===== config.mk =====
export PLATFORM = sky130hd
export DESIGN_NAME = lbist_ctrl
export DESIGN_NICKNAME = d
export VERILOG_FILES = /design/src/rtl/lbist_pkg.sv /design/src/rtl/lbist_lfsr.sv /design/src/rtl/lbist_ctrl.sv
export SDC_FILE = /design/constraint.sdc
export NUM_CORES = 1
export LEC_CHECK = 0
export CAP_MARGIN = 10
export CORE_AREA = 2 2 116 118
export CTS_CLUSTER_DIAMETER = 60
export DETAILED_ROUTE_END_ITERATION = 16
export DIE_AREA = 0 0 118 120
export PLACE_DENSITY_LB_ADDON = 0.1
export SKIP_LAST_GASP = 1
export SYNTH_ARGS = -nofsm -noshare
export SYNTH_HDL_FRONTEND = slang
export SYNTH_SLANG_ARGS = --single-unit

===== constraint.sdc =====
create_clock -name clk -period 5.8 [get_ports clk]
set_input_delay 1.16 -clock clk [delete_from_list [all_inputs] [get_ports clk]]
set_output_delay 1.16 -clock clk [all_outputs]
set_load 0.005 [all_outputs]

===== src/rtl/lbist_pkg.sv =====
// -----------------------------------------------------------------------------
// lbist_pkg
// Shared definitions for the LBIST mid-section sequencer.
//   - lbist_state_e : sequencer state encoding
//   - default widths, pattern count, LFSR taps and seed
// Ports: none (package).
// -----------------------------------------------------------------------------
package lbist_pkg;

  localparam int unsigned LBIST_IN_BITS   = 41;
  localparam int unsigned LBIST_OUT_BITS  = 32;
  localparam int unsigned LBIST_PAT_COUNT = 256;
  localparam int unsigned LBIST_CNT_W     = 16;

  // Galois taps for x^41 + x^3 + 1 (bit 0 is the implicit feedback term)
  localparam logic [40:0] LBIST_LFSR_POLY = 41'h0_0000_0009;
  localparam logic [40:0] LBIST_LFSR_SEED = 41'h0_0000_0001;

  typedef enum logic [2:0] {
    ST_IDLE  = 3'd0,
    ST_FRST  = 3'd1,
    ST_LOAD  = 3'd2,
    ST_APPLY = 3'd3,
    ST_EVAL  = 3'd4,
    ST_INC   = 3'd5,
    ST_DONE  = 3'd6
  } lbist_state_e;

endpackage


===== src/rtl/lbist_lfsr.sv =====
// -----------------------------------------------------------------------------
// lbist_lfsr
// Left-shifting Galois LFSR used as the LBIST pattern generator.
// o_next is the value the register takes at the coming clock edge, so the
// caller can capture the same value into its own output register and keep
// that register aligned with the LFSR state.
// Ports:
//   clk     in   rising-edge clock
//   rst     in   asynchronous active-high reset (loads the seed)
//   i_load  in   reload the (zero-guarded) seed at the next edge
//   i_step  in   advance one Galois step at the next edge
//   o_next  out  WIDTH  next LFSR value
// -----------------------------------------------------------------------------
module lbist_lfsr
  import lbist_pkg::*;
#(
  parameter int unsigned       WIDTH = LBIST_IN_BITS,
  parameter logic [WIDTH-1:0]  POLY  = LBIST_LFSR_POLY,
  parameter logic [WIDTH-1:0]  SEED  = LBIST_LFSR_SEED
) (
  input  logic             clk,
  input  logic             rst,
  input  logic             i_load,
  input  logic             i_step,
  output logic [WIDTH-1:0] o_next
);

  // An all-zero state would lock the LFSR, so a zero seed becomes 1
  localparam logic [WIDTH-1:0] SEED_EFF =
    (SEED == {WIDTH{1'b0}}) ? {{(WIDTH-1){1'b0}}, 1'b1} : SEED;

  logic [WIDTH-1:0] r_state;
  logic [WIDTH-1:0] w_galois;
  logic [WIDTH-1:0] w_next;

  // Next-state selection: reload has priority over stepping
  always_comb begin
    w_galois = {r_state[WIDTH-2:0], 1'b0} ^ (r_state[WIDTH-1] ? POLY : {WIDTH{1'b0}});
    if (i_load) begin
      w_next = SEED_EFF;
    end else if (i_step) begin
      w_next = w_galois;
    end else begin
      w_next = r_state;
    end
  end

  // LFSR state register
  always_ff @(posedge clk or posedge rst) begin
    if (rst) begin
      r_state <= SEED_EFF;
    end else begin
      r_state <= w_next;
    end
  end

  assign o_next = w_next;

endmodule


===== src/rtl/lbist_ctrl.sv =====
// -----------------------------------------------------------------------------
// lbist_ctrl
// Sequencer for the LBIST mid section (fault-injection logic plus faulty and
// fault-free CUT copies). For every fault in the FIL list it reseeds the
// pattern LFSR, applies PAT_COUNT patterns, compares the two CUT outputs and
// updates saturating injected/detected fault counters.
//
// Optional feature (macro LBIST_EARLY_ABORT_EN): when defined, the first
// mismatch of a fault ends its pattern run immediately. Counter results are
// unchanged; only the campaign length shrinks.
//
// Ports:
//   clk              in   rising-edge clock
//   rst              in   asynchronous active-high reset
//   start            in   campaign request, honoured in IDLE and DONE only
//   TEST_IP          out  IN_BITS   pattern to both CUTs (registered)
//   FIL_RST          out  FIL reset, one cycle at campaign start
//   FIL_INC          out  FIL advance to next fault, one-cycle pulse
//   FIL_END          in   current fault is the last one in the list
//   CUT_OP           in   OUT_BITS  faulty CUT output
//   FF_OP            in   OUT_BITS  fault-free CUT output
//   busy             out  campaign in progress
//   done             out  campaign finished, held until next start
//   faults_total     out  CNT_W  faults evaluated
//   faults_detected  out  CNT_W  faults with at least one mismatch
// -----------------------------------------------------------------------------
module lbist_ctrl
  import lbist_pkg::*;
#(
  parameter int unsigned         IN_BITS   = LBIST_IN_BITS,
  parameter int unsigned         OUT_BITS  = LBIST_OUT_BITS,
  parameter int unsigned         PAT_COUNT = LBIST_PAT_COUNT,
  parameter int unsigned         CNT_W     = LBIST_CNT_W,
  parameter logic [IN_BITS-1:0]  LFSR_POLY = LBIST_LFSR_POLY,
  parameter logic [IN_BITS-1:0]  LFSR_SEED = LBIST_LFSR_SEED
) (
  input  logic                clk,
  input  logic                rst,
  input  logic                start,
  output logic [IN_BITS-1:0]  TEST_IP,
  output logic                FIL_RST,
  output logic                FIL_INC,
  input  logic                FIL_END,
  input  logic [OUT_BITS-1:0] CUT_OP,
  input  logic [OUT_BITS-1:0] FF_OP,
  output logic                busy,
  output logic                done,
  output logic [CNT_W-1:0]    faults_total,
  output logic [CNT_W-1:0]    faults_detected
);

  localparam int unsigned      PC_W     = (PAT_COUNT > 1) ? $clog2(PAT_COUNT) : 1;
  localparam logic [PC_W-1:0]  PAT_LAST = PC_W'(PAT_COUNT - 1);
  localparam logic [CNT_W-1:0] CNT_MAX  = {CNT_W{1'b1}};

  lbist_state_e         r_state;
  lbist_state_e         w_state_nxt;
  logic [PC_W-1:0]      r_pat_cnt;
  logic                 r_det_flag;
  logic [IN_BITS-1:0]   r_test_ip;
  logic                 r_fil_rst;
  logic                 r_fil_inc;
  logic                 r_busy;
  logic                 r_done;
  logic [CNT_W-1:0]     r_faults_total;
  logic [CNT_W-1:0]     r_faults_detected;
  logic                 w_mismatch;
  logic                 w_last_pat;
  logic                 w_start_ok;
  logic                 w_lfsr_load;
  logic                 w_lfsr_step;
  logic [IN_BITS-1:0]   w_lfsr_next;

  // Counter increment that sticks at all-ones instead of wrapping
  function automatic logic [CNT_W-1:0] sat_inc(input logic [CNT_W-1:0] v, input logic en);
    if (en && (v != CNT_MAX)) begin
      sat_inc = v + CNT_W'(1);
    end else begin
      sat_inc = v;
    end
  endfunction

  assign w_mismatch  = (CUT_OP != FF_OP);
  assign w_last_pat  = (r_pat_cnt == PAT_LAST);
  assign w_start_ok  = start && ((r_state == ST_IDLE) || (r_state == ST_DONE));
  assign w_lfsr_load = (r_state == ST_LOAD);
  assign w_lfsr_step = (r_state == ST_APPLY);

  lbist_lfsr #(
    .WIDTH (IN_BITS),
    .POLY  (LFSR_POLY),
    .SEED  (LFSR_SEED)
  ) u_lfsr (
    .clk    (clk),
    .rst    (rst),
    .i_load (w_lfsr_load),
    .i_step (w_lfsr_step),
    .o_next (w_lfsr_next)
  );

  // Sequencer next-state logic
  always_comb begin
    w_state_nxt = r_state;
    case (r_state)
      ST_IDLE: begin
        if (start) begin
          w_state_nxt = ST_FRST;
        end else begin
          w_state_nxt = ST_IDLE;
        end
      end
      ST_FRST: w_state_nxt = ST_LOAD;
      ST_LOAD: w_state_nxt = ST_APPLY;
      ST_APPLY: begin
`ifdef LBIST_EARLY_ABORT_EN
        if (w_mismatch || w_last_pat) begin
`else
        if (w_last_pat) begin
`endif
          w_state_nxt = ST_EVAL;
        end else begin
          w_state_nxt = ST_APPLY;
        end
      end
      ST_EVAL: begin
        if (FIL_END) begin
          w_state_nxt = ST_DONE;
        end else begin
          w_state_nxt = ST_INC;
        end
      end
      ST_INC: w_state_nxt = ST_LOAD;
      ST_DONE: begin
        if (start) begin
          w_state_nxt = ST_FRST;
        end else begin
          w_state_nxt = ST_DONE;
        end
      end
      default: w_state_nxt = ST_IDLE;
    endcase
  end

  // State register and status/strobe outputs decoded from the upcoming state
  always_ff @(posedge clk or posedge rst) begin
    if (rst) begin
      r_state   <= ST_IDLE;
      r_fil_rst <= 1'b0;
      r_fil_inc <= 1'b0;
      r_busy    <= 1'b0;
      r_done    <= 1'b0;
    end else begin
      r_state   <= w_state_nxt;
      r_fil_rst <= (w_state_nxt == ST_FRST);
      r_fil_inc <= (w_state_nxt == ST_INC);
      r_busy    <= (w_state_nxt != ST_IDLE) && (w_state_nxt != ST_DONE);
      r_done    <= (w_state_nxt == ST_DONE);
    end
  end

  // Per-fault pattern counter, detection flag and registered test pattern
  always_ff @(posedge clk or posedge rst) begin
    if (rst) begin
      r_pat_cnt  <= {PC_W{1'b0}};
      r_det_flag <= 1'b0;
      r_test_ip  <= {IN_BITS{1'b0}};
    end else begin
      if (r_state == ST_LOAD) begin
        r_pat_cnt  <= {PC_W{1'b0}};
        r_det_flag <= 1'b0;
      end else if (r_state == ST_APPLY) begin
        r_pat_cnt  <= r_pat_cnt + PC_W'(1);
        r_det_flag <= r_det_flag | w_mismatch;
      end else begin
        r_pat_cnt  <= r_pat_cnt;
        r_det_flag <= r_det_flag;
      end
      // Capture the LFSR's next value so TEST_IP equals the LFSR state for the
      // whole APPLY phase; the last pattern is held once APPLY is left.
      if ((r_state == ST_LOAD) || ((r_state == ST_APPLY) && (w_state_nxt == ST_APPLY))) begin
        r_test_ip <= w_lfsr_next;
      end else begin
        r_test_ip <= r_test_ip;
      end
    end
  end

  // Campaign result counters: cleared on an accepted start, bumped in EVAL
  always_ff @(posedge clk or posedge rst) begin
    if (rst) begin
      r_faults_total    <= {CNT_W{1'b0}};
      r_faults_detected <= {CNT_W{1'b0}};
    end else if (w_start_ok) begin
      r_faults_total    <= {CNT_W{1'b0}};
      r_faults_detected <= {CNT_W{1'b0}};
    end else if (r_state == ST_EVAL) begin
      r_faults_total    <= sat_inc(r_faults_total, 1'b1);
      r_faults_detected <= sat_inc(r_faults_detected, r_det_flag);
    end else begin
      r_faults_total    <= r_faults_total;
      r_faults_detected <= r_faults_detected;
    end
  end

  assign TEST_IP         = r_test_ip;
  assign FIL_RST         = r_fil_rst;
  assign FIL_INC         = r_fil_inc;
  assign busy            = r_busy;
  assign done            = r_done;
  assign faults_total    = r_faults_total;
  assign faults_detected = r_faults_detected;

endmodule


==> impl_metrics.csv, run 1 <==
group,metric,value,unit
run_status,status,"completed",
worst_setup_path,r2r-end,"faults_detected[13]",
drt,drc,0,
finish,area_growth,34.4,%
floorplanning,die_w,118,um
sta,fmax,330,MHz
sta,timing.final.crit_share,52.2,%
placement,dp_hpwl,10500,um
sta,rsz0062_at_grt,"false",
floorplanning,start_util,48.3,%
placement,io_buffers,144,
drt,first_pass_iters,5,
worst_setup_path,rr_startpoint,"r_state[0]",
sta,period_minus_slack,3.03,ns
clocking,ctsRootBufferMaster,"clkbuf_16",
power_and_ir_drop,power.leakage,3.74,nW
placement,dp_cells,972,
worst_setup_path,reg2reg_slack,2.81,ns
sta,setup_slack,2.77,ns
power_and_ir_drop,power.internal,2.14,mW
sta,fin_tns_setup,0,ns
synth,synth_top_area_share,51.4,%
finish,fin_nets,886,
drt,ant_nets,0,
clocking,cts-resized-gates,0,
synth,yosys.cell_count.top_type,"nand2_1",
synth,synthAdderAreaFrac,0.598,%
placement,gp_congestion,0.804,
synth,synth_cell_type_count,50,
sta,final-max-slew-violation-count,0,
worst_setup_path,cp-endpoint,"faults_detected[6]",
finish,drive_gt1_share,6.04,%
worst_setup_path,crit_fanout,22,
sta,hold_violations,0,
synth,ys_ff_latch,130,
power_and_ir_drop,powerDensity,396,nW/um2
finish,num_antenna_cells,0,
synth,synth_compound_area_share,7.44,%
power_and_ir_drop,peakVddDrop,262,uV
finish,final-instance-count-excl-fill,1004,
hold_path,hold_path_class,"flip-flop to flip-flop",
synth,avgSynthCellArea,9.11,um2
clocking,cts_setup_buffers,0,
grt,grt_start_max_net_pins,85,
synth,synth_top_cells_by_area,"dfrtp_1, nand2_1, nand3_1, nand4_1, xnor2_1",
sta,setup_viol,0,
placement,pre_cts_ws,2.36,ns
synth,netlist_instances,689,
grt,overflow,0,
drt,drt-total-wl,15800,um
drt,viasPerCell,5.63,
synth,ys_dominant_reg_cell,"dfrtp_1",
clocking,clockBufferDepth,2,
synth,muxShareOfSynthArea,1.60,%
sta,slew_headroom,46.6,%
worst_setup_path,crit_required,6.15,ns
synth,ys_warn_count,0,
drt,vias,5654,
grt,grt_pass1_vias,5461,
clocking,hold_buffers,0,
grt,grt_util_met3,5.51,%
worst_setup_path,critPathLaunchType,"input pin",
power_and_ir_drop,p_comb_share,28.9,%
sta,max_slew.worst_pin.slew,0.800,ns
power_and_ir_drop,p_switching,1.20,mW
power_and_ir_drop,seqPwrFrac,40.1,%
worst_setup_path,crit_type,"input pin to flip-flop",
floorplanning,core.rowCount,42,
synth,yosysTopAreaCell,"dfrtp_1",
synth,async_flop_share,100,%
grt,grtUsageMet1,28.7,%
clocking,cts_buffers,17,
clocking,clk_pin_slew,0.06,ns
grt,grt_usage,22.7,%
synth,syn_nets,760,
drt,drtIter0Drc,444,
floorplanning,die_h,120,um
synth,synth_xor_area_share,5.02,%
flow_run,cap_violations,0,
grt,antenna_found_initial,0,
synth,synth_top_family_by_area,"simple AND/OR/NAND/NOR gates",
worst_setup_path,startpoint,"start",
grt,top_usage_layer,"met2",
synth,ys_seq_area_share,51.9,%
worst_setup_path,reg2regPathDepth,5,
drt,post_drt_wl_per_cell,15.8,um
grt,grt_util_met2,37.2,%
clocking,clock-sinks,130,
worst_setup_path,cp.arrival,3.38,ns
synth,synth_simple_gate_area_share,30.2,%
floorplanning,die_area,14200,um2
clocking,htreeDepth,4,
clocking,cts_tree,"yes",
grt,grt_first_pass_wirelength,26000,um
clocking,insertion_delay,0.42,ns
synth,synth_edf_count,0,
power_and_ir_drop,power.share.switching,36.0,%
floorplanning,io_pins,145,
floorplanning,coreArea,13000,um2
synth,synth_common_cells,"nand2_1, dfrtp_1, nand3_1",
sta,fin_skew,0.0102,ns
synth,syn-cell-area,6270,um2
power_and_ir_drop,power,3.34,mW
finish,fill_cells,1071,
worst_setup_path,end_kind,"flip-flop",
power_and_ir_drop,clockPowerShare,31.0,%
## stage by stage
step           util [%]  cell area, um2  hold slack (ns)
2_1_floorplan         -            6270            0.460
3_3_place_gp       60.5            7850            0.474
3_5_place_dp       60.5            7850            0.481
4_1_cts            65.0            8430            0.494
5_1_grt            65.0            8430            0.523
6_report           65.0            8430            0.491
## area by class of cell
type / instances / area, um2 / area share [%]
Inverter: 9 / 36.3 / 0.430
Multi-Input combinational cell: 505 / 2840 / 33.7
Clock inverter: 13 / 128 / 1.51
Tap cell: 176 / 220 / 2.61
Sequential cell: 130 / 3260 / 38.6
Timing Repair Buffer: 152 / 1500 / 17.8
Clock buffer: 19 / 453 / 5.37
## cells by family after synthesis
group	Yosys count
and+or+nand+nor	382
adders and majority gates	3
AOI/OAI and AO/OA	74
DFF	130
buffers and inverters	54
xor gates and xnor gates	36
muxes	10
## flip-flops by register name, summed over array words and instances (netlist names), 3 cells and up
signal,cells
TEST_IP,41
faults_detected,16
faults_total,16
r_pat_cnt,8
r_state,3
u_lfsr.r_state,41
## cell usage in the layout (no fill, tap or decap), types with 2 or more instances in the layout
cell,count
nand2_1,157
clkdlybuf4s50_1,144
dfrtp_1,128
nand3_1,92
nand4_1,53
xnor2_1,32
a21oi_1,27
clkbuf_16,17
nor3_1,15
or3_1,14
o21ai_0,14
o31ai_1,11
or4_1,11
mux2i_1,10
nor2_1,9
inv_1,8
buf_4,8
nor4_1,6
o211ai_1,5
clkinv_4,5
and4_1,4
xor2_1,4
and2_1,3
and3_1,3
nand2b_1,3
ha_1,3
clkinvlp_4,3
inv_6,3
nor2b_1,2
o21a_1,2
o22a_1,2
clkbuf_8,2
## worst max-delay path, cell delays in order
cell and delay (ns):
clkdlybuf4s50_1 0.47, nor2b_1 0.16, nand2_1 0.43, inv_1 0.48, or4_1 0.61, nand2_1 0.08
## routing by layer
layer,share of wire (%),up-vias,wire length [um]
li1,-,2719,-
met1,44,2751,6980
met2,50,155,7860
met3,4.3,29,689
met4,2.0,0,319
met5,0,-,0
## power by group through the flow
stage | clock network, mW | registers, mW | logic (mW)
finish | 1.03 | 1.34 | 0.965
global route | 1.09 | 1.36 | 1.06
CTS | 1.05 | 1.33 | 0.973
detailed placement | 0 | 1.34 | 0.969
global placement | 0 | 1.33 | 0.941
floorplan | 0 | 1.26 | 0.569
## worst min-delay path by stage
stage                     depth (start not counted)  slack [ns]            endpoint                from
after global placement                            2        0.47   u_lfsr.r_state[2]   u_lfsr.r_state[2]
after global routing                              2        0.52          TEST_IP[6]          TEST_IP[6]
final                                             2        0.49  u_lfsr.r_state[37]  u_lfsr.r_state[37]
after detailed placement                          2        0.48  u_lfsr.r_state[37]  u_lfsr.r_state[37]
after CTS                                         2        0.49  u_lfsr.r_state[37]  u_lfsr.r_state[37]
after floorplan                                   2        0.46   u_lfsr.r_state[2]   u_lfsr.r_state[2]
(Power assumes the default switching activity.)
==> run 2, diff against run 1 <==
==> constraint.sdc (replaced) <==
create_clock -name clk -period 2.9 [get_ports clk]
set_input_delay 0.58 -clock clk [delete_from_list [all_inputs] [get_ports clk]]
set_output_delay 0.58 -clock clk [all_outputs]
set_load 0.005 [all_outputs]
==> impl_metrics.csv, run 2 (same netlist as run 1, synthesis figures left out) <==
group,metric,value,unit
floorplanning,core.rowCount,42,
sta,rsz0062_at_grt,"false",
sta,fmax,413,MHz
grt,grt_first_pass_wirelength,26000,um
run_status,status,"completed",
clocking,cts_setup_buffers,0,
clocking,cts-resized-gates,0,
drt,routed-wl-met3,634,um
sta,timing.final.crit_share,83.4,%
clocking,htreeDepth,4,
finish,area_growth,36.0,%
drt,drt-total-wl,15600,um
worst_setup_path,crit_fanout,15,
drt,drc,0,
worst_setup_path,crit_required,3.23,ns
power_and_ir_drop,power.leakage,3.79,nW
finish,layout_commonest_cell,"nand2_1",
finish,num_antenna_cells,0,
floorplanning,coreArea,13000,um2
sta,period_minus_slack,2.42,ns
drt,highest_layer,"met4",
sta,slew_headroom,44.9,%
worst_setup_path,startpoint,"r_state[1]",
worst_setup_path,end_kind,"flip-flop",
sta,max_slew.worst_pin.slew,0.827,ns
sta,fin_tns_setup,0,ns
floorplanning,die_area,14200,um2
placement,dp_hpwl,10400,um
sta,fin_skew,0.00994,ns
clocking,clk_pin_slew,0.06,ns
clocking,hold_buffers,0,
drt,met1_length,6990,um
clocking,ctsRootBufferMaster,"clkbuf_16",
sta,final-max-slew-violation-count,0,
floorplanning,die_w,118,um
drt,ant_nets,0,
grt,antenna_found_initial,0,
grt,grt_start_max_net_pins,131,
placement,gp_congestion,0.797,
power_and_ir_drop,power,6.92,mW
finish,fill_cells,1066,
drt,viasPerCell,5.54,
worst_setup_path,cp.arrival,2.75,ns
drt,drtIter0Drc,386,
grt,grt_usage,22.5,%
grt,grt_pass1_vias,5446,
hold_path,hold_path_class,"flip-flop to flip-flop",
sta,hold_violations,0,
clocking,clockBufferDepth,2,
power_and_ir_drop,peakVddDrop,544,uV
worst_setup_path,crit_type,"flip-flop to flip-flop",
drt,post_drt_wl_per_cell,15.5,um
floorplanning,die_h,120,um
worst_setup_path,critPathLaunchType,"flip-flop",
drt,first_pass_iters,5,
power_and_ir_drop,powerDensity,811,nW/um2
drt,wl_met2,7770,um
clocking,cts_buffers,17,
hold_path,hp-start,"TEST_IP[3]",
clocking,insertion_delay,0.42,ns
finish,drive_gt1_share,6.01,%
clocking,cts_tree,"yes",
drt,vias,5588,
floorplanning,io_pins,145,
floorplanning,start_util,48.3,%
finish,fin_nets,890,
finish,mostFrequentLayoutCells,"nand2_1, clkdlybuf4s50_1, dfrtp_1",
flow_run,cap_violations,0,
worst_setup_path,rr_startpoint,"r_state[1]",
grt,overflow,0,
sta,setup_viol,0,
clocking,clock-sinks,130,
placement,io_buffers,144,
==> run 2: cell type report <==
class / count / area (um2) / share of cell area, %
clock buffer: 22 / 454 / 5.32
clock inverter: 10 / 181 / 2.13
inverter: 9 / 37.5 / 0.440
tap: 176 / 220 / 2.58
multi-input combinational: 505 / 2840 / 33.3
sequential: 130 / 3260 / 38.2
timing repair buffer: 156 / 1540 / 18.1
==> run 2: critical path, stage by stage (launching register included) <==
cell       delay [ns]
dfrtp_1          0.54
nand4bb_1        0.47
or4_4            0.67
or4_1            0.48
a21oi_1          0.18
==> run 2: layer usage <==
layer | track usage (%) | up-vias
li1 | - | 2727
met1 | 29.1 | 2711
met2 | 37.1 | 132
met3 | 4.99 | 18
met4 | 8.81 | 0
met5 | 0 | -
==> run 2: final timing paths <==
check	endpoint	slack [ns]	cells after the start
worst min register to register	TEST_IP[3]	0.49	1
worst max register to register	faults_detected[13]	0.48	4
max in group asynchronous	faults_detected[4]	1.67	3
worst max-delay path	faults_detected[13]	0.48	4
min in group asynchronous	faults_total[7]	0.71	3
worst min-delay path	TEST_IP[3]	0.49	1
==> run 2: power by group <==
part / internal (mW) / switching [mW] / total [mW]
Combinational: 0.893 / 1.13 / 2.02
Clock: 1.54 / 0.765 / 2.31
Sequential: 2.17 / 0.426 / 2.59
==> run 2: through the flow <==
step	util, %	setup WS (ns)	hold WS [ns]	cell area [um2]	cells
global route	65.7	0.339	0.510	8530	1008
finish	65.7	0.481	0.492	8530	1008
floorplan	-	0.712	0.460	6280	689
global placement	60.8	0.581	0.475	7900	976
detailed placement	60.8	0.496	0.483	7900	976
CTS	65.7	0.488	0.496	8530	1008
==> run 3, diff against run 2 <==
==> constraint.sdc (replaced) <==
create_clock -name clk -period 2.3 [get_ports clk]
set_input_delay 0.46 -clock clk [delete_from_list [all_inputs] [get_ports clk]]
set_output_delay 0.46 -clock clk [all_outputs]
set_load 0.005 [all_outputs]
==> impl_metrics.csv, run 3 (same netlist as run 1, synthesis figures left out) <==
group,metric,value,unit
run_status,status,"completed",
drt,first_pass_iters,5,
worst_setup_path,worst-path-buf-inv,0,
drt,post_drt_wl_per_cell,15.3,um
clocking,clockBufferDepth,2,
placement,io_buffers,144,
grt,grt_first_pass_wirelength,26000,um
worst_setup_path,slowest_stage,"or3_1",
clocking,clock-sinks,130,
grt,antenna_found_initial,0,
grt,grt_start_max_net_pins,85,
grt,grtUsageMet1,29.3,%
finish,fin_nets,898,
sta,max_slew.worst_pin.slew,0.783,ns
sta,rsz0062_at_grt,"false",
sta,whs,0.399,ns
floorplanning,die_h,120,um
grt,grt_pass1_vias,5403,
flow_run,cap_violations,0,
placement,gp_congestion,0.820,
floorplanning,die_area,14200,um2
hold_path,hold_path_class,"input pin to async pin",
sta,period_minus_slack,2.12,ns
drt,viasPerCell,5.50,
grt,grt_util_met3,5.61,%
finish,layout_commonest_cell,"nand2_1",
clocking,hold_buffers,0,
grt,top_usage_layer,"met2",
sta,timing.final.crit_share,92.4,%
worst_setup_path,end_kind,"flip-flop",
sta,setup_viol,0,
sta,slew_headroom,47.8,%
grt,grt_util_met2,37.2,%
finish,fill_cells,1074,
worst_setup_path,crit_required,2.64,ns
finish,mostFrequentLayoutCells,"nand2_1, clkdlybuf4s50_1, dfrtp_1",
finish,ff_latch_area,3260,um2
clocking,cts_buffers,17,
power_and_ir_drop,powerDensity,1000,nW/um2
clocking,insertion_delay,0.41,ns
floorplanning,start_util,48.3,%
sta,fmax,471,MHz
worst_setup_path,path_cells,"or3b_1 -> or3_1 -> or4_1 -> a21oi_1",
finish,multi_input_area,2840,um2
drt,ant_nets,0,
floorplanning,coreArea,13000,um2
worst_setup_path,crit_type,"flip-flop to flip-flop",
clocking,htreeDepth,4,
worst_setup_path,cp_slowest_stage_delay,0.51,ns
drt,vias,5591,
sta,fin_skew,0.00829,ns
sta,final-max-slew-violation-count,0,
power_and_ir_drop,peakVddDrop,763,uV
sta,hold_violations,0,
finish,area_growth,36.7,%
power_and_ir_drop,power.leakage,3.82,nW
worst_setup_path,cp.arrival,2.46,ns
floorplanning,io_pins,145,
clocking,ctsRootBufferMaster,"clkbuf_16",
clocking,clk_pin_slew,0.06,ns
finish,drive_gt1_share,7.26,%
finish,num_antenna_cells,0,
placement,dp_hpwl,10600,um
floorplanning,core.rowCount,42,
worst_setup_path,critPathLaunchType,"flip-flop",
drt,drtIter0Drc,467,
grt,grt_usage,22.6,%
clocking,cts-resized-gates,0,
clocking,cts_setup_buffers,0,
worst_setup_path,crit_fanout,10,
drt,drc,0,
worst_setup_path,cp_top_family,"simple AND/OR/NAND/NOR gates",
floorplanning,die_w,118,um
grt,overflow,0,
clocking,cts_tree,"yes",
sta,fin_tns_setup,0,ns
drt,drt-total-wl,15600,um
run 3: changes by cell type in the layout (fill, tap and decap cells not counted):
cell / previous run / this run
bufinv_16: 5 / 2
buf_4: 11 / 17
buf_12: 1 / 3
clkinv_4: 1 / 2
inv_6: 0 / 2
clkbuf_1: 4 / 1
clkinv_2: 3 / 2
clkinvlp_4: 2 / 4
clkbuf_8: 1 / 3
run 3: path summary, 6_finish.rpt:
check                            start            endpoint  slack (ns)  depth (start not counted)
setup / recovery            r_state[0]     faults_total[8]        0.18                          4
min in group clk           TEST_IP[35]         TEST_IP[35]        0.50                          2
max in group asynchronous          rst  u_lfsr.r_state[14]        1.29                          3
hold / removal                     rst          TEST_IP[5]        0.40                          2
setup reg to reg            r_state[0]     faults_total[8]        0.18                          4
hold reg to reg            TEST_IP[35]         TEST_IP[35]        0.50                          2
run 3: through the flow:
step / power (mW) / instance area [um2] / std cells / setup WS, ns / utilization [%]
after floorplan: 4.62 / 6280 / 689 / 0.232 / -
after global placement: 5.85 / 7980 / 984 / 0.210 / 61.5
after detailed placement: 5.94 / 7980 / 984 / 0.167 / 61.5
after CTS: 8.65 / 8580 / 1016 / 0.169 / 66.1
after global routing: 9.08 / 8580 / 1016 / 0.0764 / 66.1
final: 8.58 / 8580 / 1016 / 0.175 / 66.1
run 3: final cells by class:
| cell class | count | share of cell area (%) |
|---|---|---|
| Tap cell | 176 | 2.57 |
| Clock inverter | 11 | 1.49 |
| Multi-Input combinational cell | 505 | 33.1 |
| Timing Repair Buffer | 164 | 19.0 |
| Sequential cell | 130 | 37.9 |
| Clock buffer | 21 | 5.48 |
| Inverter | 9 | 0.438 |
run 3: metal layers:
| layer | routed length, um | part of all wire [%] | vias to the layer above |
|---|---|---|---|
| met5 | 0 | 0 | - |
| li1 | - | - | 2738 |
| met2 | 7660 | 49 | 121 |
| met3 | 710 | 4.6 | 20 |
| met4 | 264 | 1.7 | 0 |
| met1 | 6930 | 45 | 2712 |
run 3: where the power goes:
| part | switching [mW] | total (mW) | internal, mW |
|---|---|---|---|
| sequential | 0.512 | 3.25 | 2.73 |
| clock | 0.992 | 2.68 | 1.69 |
| combinational | 1.47 | 2.66 | 1.18 |
